--- config.mk ---
export PLATFORM = sky130hd
export DESIGN_NAME = adder_share_arbiter
export DESIGN_NICKNAME = d
export VERILOG_FILES = /design/src/rtl/adder_arb_pkg.sv /design/src/rtl/rca_last_stage.sv /design/src/rtl/adder_share_arbiter.sv
export SDC_FILE = /design/constraint.sdc
export NUM_CORES = 1
export LEC_CHECK = 0
export ABC_AREA = 1
export CAP_MARGIN = 20
export CORE_UTILIZATION = 28
export CTS_CLUSTER_DIAMETER = 60
export DETAILED_ROUTE_END_ITERATION = 8
export MAX_ROUTING_LAYER = met4
export PLACE_DENSITY_LB_ADDON = 0.12
export RECOVER_POWER = 25
export SLEW_MARGIN = 25
export SYNTH_ARGS = -nofsm -noshare
export SYNTH_HDL_FRONTEND = slang
export SYNTH_SLANG_ARGS = --single-unit
--- constraint.sdc ---
create_clock -name clk -period 27.5 [get_ports clk]
set_input_delay 2.75 -clock clk [delete_from_list [all_inputs] [get_ports clk]]
set_output_delay 2.75 -clock clk [all_outputs]
set_load 0.01 [all_outputs]
--- src/rtl/adder_arb_pkg.sv ---
// rtl/adder_arb_pkg.sv - shared types and widths for the adder share arbiter
package adder_arb_pkg;
    localparam int SUM_W   = 28;
    localparam int B_W     = 27;
    localparam int NUM_REQ = 2;
    localparam int CNT_W   = 4;

    typedef enum logic [1:0] {
        ST_IDLE = 2'd0,
        ST_CALC = 2'd1,
        ST_RESP = 2'd2
    } state_t;
endpackage

--- src/rtl/rca_last_stage.sv ---
// rtl/rca_last_stage.sv - 28-bit ripple-carry final-stage adder, b zero-extended, carry out dropped
module rca_last_stage
    import adder_arb_pkg::*;
(
    input  logic [SUM_W-1:0] i_a,
    input  logic [B_W-1:0]   i_b,
    output logic [SUM_W-1:0] o_sum
);
    logic [SUM_W-1:0] w_b_ext;
    logic             w_carry;

    assign w_b_ext = {{(SUM_W-B_W){1'b0}}, i_b};

    always_comb begin
        o_sum   = '0;
        w_carry = 1'b0;
        for (int i = 0; i < SUM_W; i++) begin
            o_sum[i] = i_a[i] ^ w_b_ext[i] ^ w_carry;
            w_carry  = (i_a[i] & w_b_ext[i]) | (w_carry & (i_a[i] ^ w_b_ext[i]));
        end
    end
endmodule

--- src/rtl/adder_share_arbiter.sv ---
// rtl/adder_share_arbiter.sv - two-requester arbiter sharing one final-stage adder
// ADDER_ARB_FIXED_PRIO_EN selects fixed priority (requester 0 first) instead of round-robin.
module adder_share_arbiter
    import adder_arb_pkg::*;
#(
    parameter int CALC_CYCLES = 1
)
(
    input  logic               clk,
    input  logic               rst_n,
    input  logic [NUM_REQ-1:0] req_valid,
    output logic [NUM_REQ-1:0] req_ready,
    input  logic [SUM_W-1:0]   req_a0,
    input  logic [SUM_W-1:0]   req_a1,
    input  logic [B_W-1:0]     req_b0,
    input  logic [B_W-1:0]     req_b1,
    output logic [NUM_REQ-1:0] rsp_valid,
    input  logic [NUM_REQ-1:0] rsp_ready,
    output logic [SUM_W-1:0]   rsp_sum,
    output logic               busy
);
    localparam logic [CNT_W-1:0] CNT_INIT = CNT_W'(CALC_CYCLES - 1);

    state_t             r_state;
    state_t             w_state_nxt;
    logic [CNT_W-1:0]   r_cnt;
    logic               r_id;
    logic [SUM_W-1:0]   r_a;
    logic [B_W-1:0]     r_b;
    logic [SUM_W-1:0]   r_rsp_sum;
    logic [NUM_REQ-1:0] r_rsp_valid;
    logic [SUM_W-1:0]   w_sum;
    logic               w_win;
    logic               w_accept;
    logic               w_rsp_done;

    assign w_accept   = (r_state == ST_IDLE) && (|req_valid);
    assign w_rsp_done = (r_state == ST_RESP) && rsp_ready[r_id];

`ifdef ADDER_ARB_FIXED_PRIO_EN
    assign w_win = ~req_valid[0];
`else
    logic r_ptr;

    // Pointer only matters on a tie; a lone requester always wins.
    assign w_win = (&req_valid) ? r_ptr : req_valid[1];

    always_ff @(posedge clk or negedge rst_n) begin
        if (!rst_n) begin
            r_ptr <= 1'b0;
        end else if (w_rsp_done) begin
            r_ptr <= ~r_id;
        end
    end
`endif

    always_ff @(posedge clk or negedge rst_n) begin
        if (!rst_n) begin
            r_state <= ST_IDLE;
        end else begin
            r_state <= w_state_nxt;
        end
    end

    always_comb begin
        w_state_nxt = r_state;
        case (r_state)
            ST_IDLE: if (w_accept)      w_state_nxt = ST_CALC;
            ST_CALC: if (r_cnt == '0)   w_state_nxt = ST_RESP;
            ST_RESP: if (w_rsp_done)    w_state_nxt = ST_IDLE;
            default:                    w_state_nxt = ST_IDLE;
        endcase
    end

    // req_ready is gated by rst_n so it reads zero while reset is held.
    always_comb begin
        req_ready = '0;
        if (w_accept && rst_n) begin
            req_ready[w_win] = 1'b1;
        end
        busy = (r_state != ST_IDLE);
    end

    always_ff @(posedge clk or negedge rst_n) begin
        if (!rst_n) begin
            r_cnt       <= '0;
            r_id        <= 1'b0;
            r_a         <= '0;
            r_b         <= '0;
            r_rsp_sum   <= '0;
            r_rsp_valid <= '0;
        end else begin
            case (r_state)
                ST_IDLE: begin
                    if (w_accept) begin
                        r_id  <= w_win;
                        r_a   <= w_win ? req_a1 : req_a0;
                        r_b   <= w_win ? req_b1 : req_b0;
                        r_cnt <= CNT_INIT;
                    end
                end
                ST_CALC: begin
                    if (r_cnt == '0) begin
                        r_rsp_sum   <= w_sum;
                        r_rsp_valid <= NUM_REQ'(1) << r_id;
                    end else begin
                        r_cnt <= r_cnt - 1'b1;
                    end
                end
                ST_RESP: begin
                    if (w_rsp_done) begin
                        r_rsp_valid <= '0;
                    end
                end
                default: ;
            endcase
        end
    end

    assign rsp_valid = r_rsp_valid;
    assign rsp_sum   = r_rsp_sum;

    rca_last_stage u_rca (
        .i_a   (r_a),
        .i_b   (r_b),
        .o_sum (w_sum)
    );
endmodule

---- Word-level counts from Yosys, hierarchy flattened ----
Cells that the tools add are included.
Widths: inputs -> output; s select.
operators by class
  multiply operators ...................... 0
  $lt $le $gt $ge ......................... 3
  eq/ne operators ......................... 6
  shift-type cells ........................ 1
  $add $sub $neg .......................... 1
  muxes and demuxes ....................... 17
  div/mod/pow operators ................... 0
  bitwise operators ....................... 134
  reductions and logical operators ........ 16
operators by type and width
  operator             count
  $xor 1x1->1          54
  $and 1x1->1          53
  $mux 28              1
  $mux 27              1
  $or 1x1->1           26
  $mux 2               5
  $reduce_and 3->1     3
  $mux 4               2
  $ne 2x2->1 const B   4
  $pmux 4 s2           1
  $pmux 2 s3           1
  $reduce_and 2->1     3
  $reduce_bool 2->1    3
  $logic_and 1x1->1    4
  $logic_not 4->1      1
  $lt 1x2->1 const B   2
  $mux 1               4
  $pmux 2 s2           1
  $sub 4x1->4 const B  1
  $eq 2x1->1 const B   1
  $eq 2x2->1 const B   1
  $logic_not 2->1      1
  $reduce_or 2->1      1
  $shl 1x1->2 const A  1
  other kinds (3)      3
word-level totals
  output and inout bits ................... 33
  latch bits .............................. 0
  logic and storage cells ................. 186
  register bits ........................... 93
  memories kept ........................... 0
  bits in writable memories ............... 0
  ROM bits ................................ 0

---- Depth between registers and ports, before layout ----
  depth in word-level cells ............... 54
  mapped depth ............................ 32
  mapped depth without buffers ............ 32

---- Hierarchy ----
Synthesis repeated with hierarchy kept, for this count alone.
second synthesis, totals
  cells, all modules ...................... 635
  area total of the unflattened synthesis .. 5,019.8 µm²
by module, submodules not included
  module               cells each  area an instance (µm²)  instances
  adder_share_arbiter  594         4,434.3                 1
  rca_last_stage       41          585.6                   1

---- Least setup slack after synthesis ----
OpenSTA, ideal clock, no wires.
  path type ............................... reg-to-reg
  from .................................... reg r_a[0]
  to ...................................... reg r_rsp_sum[26] (netlist: rsp_sum[26])
  data arrival time ....................... 10.437 ns
  setup time .............................. 0.076 ns
  path slack .............................. 16.987 ns
  buffers on the path ..................... 0
  cell stages (with the launch flop) ...... 32
  period minus slack after synthesis ...... 10.513 ns
  cells stage by stage .................... dfrtp_1 ha_1 fa_1 fa_1 fa_1 fa_1 fa_1 fa_1 fa_1 fa_1 fa_1 fa_1 fa_1 fa_1 fa_1 fa_1 fa_1 inv_1 fa_1 inv_1 fa_1 fa_1 fa_1 fa_1 fa_1 fa_1 fa_1 fa_1 fa_1 inv_1 fa_1 o21ai_1
between the ends
  longest elaborated chain between the ends .. 52
ends and longest elaborated chain
  what                       RTL line                    RTL
  from (decl)                adder_share_arbiter.sv:28   logic [SUM_W-1:0] r_a;
  from (signal assigned)     adder_share_arbiter.sv:97   r_a <= w_win ? req_a1 : req_a0;
  $and 1x1->1 (2 in series)  rca_last_stage.sv:19        w_carry = (i_a[i] & w_b_ext[i]) | (w_carry & (i_a[i] ^ w_b_ext[i]));
  $or 1x1->1                 rca_last_stage.sv:19
  $and 1x1->1                rca_last_stage.sv:19
  $or 1x1->1                 rca_last_stage.sv:19
  $and 1x1->1                rca_last_stage.sv:19
  $or 1x1->1                 rca_last_stage.sv:19
  $and 1x1->1                rca_last_stage.sv:19
  $or 1x1->1                 rca_last_stage.sv:19
  (+35 left out)             n/a
  $or 1x1->1                 rca_last_stage.sv:19
  $and 1x1->1                rca_last_stage.sv:19
  $or 1x1->1                 rca_last_stage.sv:19
  $and 1x1->1                rca_last_stage.sv:19
  $or 1x1->1                 rca_last_stage.sv:19
  $and 1x1->1                rca_last_stage.sv:19
  $or 1x1->1                 rca_last_stage.sv:19
  $xor 1x1->1                rca_last_stage.sv:18        o_sum[i] = i_a[i] ^ w_b_ext[i] ^ w_carry;
  to (signal assigned)       adder_share_arbiter.sv:104  r_rsp_sum <= w_sum;
  to (decl)                  adder_share_arbiter.sv:30   logic [SUM_W-1:0] r_rsp_sum;
No other way between the ends.
A chain may end at the register's enable or synchronous reset.

---- Final worst setup path ----
Ends and elaborated chain as after synthesis.

==> reports/qor.csv <==
stage,metric,value,unit
yosys,yosys.area.top_type,dfrtp_1,
critical_path,worst-path-buf-inv,3,
yosys,synth.distinct_cells,22,
floorplanning,fp-row-count,46,
clocking,postCtsResizedCells,0,
critical_path,cp-start-kind,flop,
timing,slew_headroom,-0.636,
power_and_ir_drop,leakage,2.77,nW
global_routing,grt-ovfl-total,0,
critical_path,path_delay_family,adder cells,
floorplanning,die_w,130,um
floorplanning,initial_core_util,0.289,
cells_and_area,fill_cells,1668,
cells_and_area,drive_gt1_frac,0.0324,
yosys,ys_warn_count,0,
placed_design,dp_hpwl,8490,um
yosys,synthCells,513,
global_routing,grt_pass1_vias,4051,
routing,drtIter0Drc,183,
timing,tightestPinTransition,2.45,ns
cells_and_area,diodes,0,
cells_and_area,seq_area,0.00233,mm^2
critical_path,crit_slowest_cell,fa_1,
floorplanning,ioPinCount,149,
critical_path,timing.rr.end,rsp_sum[26]$_DFFE_PN0P_,
clocking,htreeDepth,3,
clocking,cts_hold_buffers,0,
run_status,violations,"capacitance limit, slew limit",
yosys,yosys-top-cells-area,"dfrtp_1, nand2_1, a21oi_1",
critical_path,crit_arrival,11.31,ns
cells_and_area,area_delta_synth_final,40.2,%
critical_path,crit_top_cell,fa_1,
routing,wl_per_cell,14.8,um
placed_design,gp_congestion,0.776,
min_path,hold_depth,2,
timing,hold_viol,0,
critical_path,worst_path_largest_cell_delay,0.43,ns
critical_path,path_max_fanout,2,
routing,drc,0,
run_status,status,"finished, violations left",
timing,rsz0062_at_grt,false,
routing,ant_nets,0,
critical_path,crit_required,27.72,ns
critical_path,r2r-start,r_a[0]$_DFFE_PN0P_,
power_and_ir_drop,irDropWorstVdd,0.0349,mV
yosys,yosysTopAreaCellShare,0.504,
critical_path,r2r_slack,16.41,ns
critical_path,worstSetupPathType,flop to flop,
cells_and_area,fin_nets,789,
global_routing,grt_pass1_wl,20500,um
timing,setup_slack,16.41,ns
cells_and_area,most-common-layout-cells,"nand2_1, clkdlybuf4s50_1, a21oi_1",
floorplanning,dieArea,0.0170,mm^2
yosys,synth_area,0.00462,mm^2
yosys,postSynthAreaPerCell,9.00,um^2
power_and_ir_drop,power_density,109,mW/mm^2
critical_path,worst-path-stages,31,
clocking,root_buffer,clkbuf_16,
timing,timing.fmax,0.0902,GHz
job,cap_violations,2,
timing,post-route-min-period,11.09,ns
placed_design,post-place-ws,16.49,ns
clocking,clk_latency,0.34,ns
cells_and_area,multi_input_area,0.00203,mm^2
min_path,hold_class,flop to flop,
clocking,cts_tree,done,
critical_path,crit_start,r_a[0]$_DFFE_PN0P_,
timing,fin_tns_setup,0,ns
critical_path,cp-end-kind,flop,
clocking,post_cts_buffers,0,
yosys,ys_seq_area_frac,0.504,
global_routing,grt_max_degree,60,
timing,post-route-period-util,0.403,
routing,vias,3836,
clocking,path_clk_slew,0.06,ns
critical_path,rr_worst_depth,31,
yosys,ys_ff_latch,93,
clocking,cts_max_path_buffers,2,
floorplanning,die_h,130,um
clocking,cts.sinks,93,
floorplanning,core,0.0160,mm^2
routing,drt-total-wl,12800,um
min_path,holdPathEnd,rsp_sum[10]$_DFFE_PN0P_,
timing,setup_violations,0,
timing,fin_skew,0.00904,ns
global_routing,antenna_found_initial,0,
routing,first_pass_iters,4,
placed_design,portBuffers,148,
timing,slew_viol_final,84,
yosys,syn_nets,657,
cells_and_area,final_common_cell,nand2_1,
routing,viasPerCell,4.43,
global_routing,grt_use_total,0.164,
clocking,numCtsBuffers,9,
min_path,hold_path_startpoint,rsp_sum[10]$_DFFE_PN0P_,
-- power breakdown --
group	internal (W)	total (W)	switching (W)
clock	0.0000682	0.000118	0.0000502
combinational	0.000150	0.000334	0.000183
sequential	0.000205	0.000256	0.0000502
total	0.000424	0.000708	0.000284
-- cell type report --
| type | instances | share of cell area |
|---|---|---|
| inverter | 19 | 0.0114 |
| clock buffer | 14 | 0.0423 |
| multi-input combinational | 372 | 0.314 |
| clock inverter | 1 | 0.000773 |
| tap | 216 | 0.0417 |
| sequential | 93 | 0.359 |
| timing repair buffer | 150 | 0.230 |
-- Yosys cell counts --
library cell	n
ha_1	2
o31ai_1	1
o21ai_1	5
nor2_2	1
inv_1	15
nor2_1	63
nand4_1	1
nand3_4	1
buf_2	14
a21oi_1	110
clkbuf_1	5
nor3_1	1
dfrtp_1	93
o21ai_0	5
fa_1	26
nand3_1	5
buf_6	6
nand2_1	148
o21ai_2	1
inv_2	4
xor2_1	2
buf_4	4
-- cell families after synthesis --
family,count (synthesis),share of synthesized area
AO/OA/AOI/OAI,122,0.134
buffers and inverters,48,0.0558
adder cells (fa/ha/maj),28,0.118
flip-flops,93,0.504
AND/OR/NAND/NOR,220,0.185
XOR/XNOR,2,0.00379
-- worst max path at each step --
stage	end	slack, ns
finish	rsp_sum[26]$_DFFE_PN0P_	16.41
global route	rsp_sum[26]$_DFFE_PN0P_	15.92
CTS	rsp_sum[26]$_DFFE_PN0P_	16.41
detailed placement	rsp_sum[26]$_DFFE_PN0P_	16.49
global placement	rsp_sum[26]$_DFFE_PN0P_	16.50
floorplan	rsp_sum[26]$_DFFE_PN0P_	16.99
-- worst min-delay path: stages (launching register included) --
cell and delay [ns]:
dfrtp_1 0.34, nand2_1 0.05, nand2_1 0.05
-- sequential cells by signal (all words and copies together), names as in the netlist --
signal and cells:
r_id 1, r_b 27, r_cnt 4, r_state 2, rsp_valid 2, r_a 28, r_ptr 1, rsp_sum 28
-- metal layers --
layer  routed length (um)  track usage  vias to the layer above
met5                    0            -                        -
met4                   61       0.0372                        0
met3                  702       0.0411                        2
met2                 6140        0.263                      101
met1                 5900        0.208                     1825
li1                     -            -                     1908
-- stage by stage --
| stage | total power, W | instances | utilization | hold slack [ns] | area (um^2) |
|---|---|---|---|---|---|
| finish | 0.000708 | 865 | 0.405 | 0.476 | 6470 |
| global route | 0.000784 | 865 | 0.405 | 0.509 | 6470 |
| CTS | 0.000723 | 865 | 0.406 | 0.482 | 6490 |
| detailed placement | 0.000598 | 850 | 0.388 | 0.464 | 6210 |
| global placement | 0.000592 | 850 | 0.388 | 0.464 | 6200 |
| floorplan | 0.000471 | 513 | - | 0.453 | 4620 |
(Power assumes the default switching activity.)
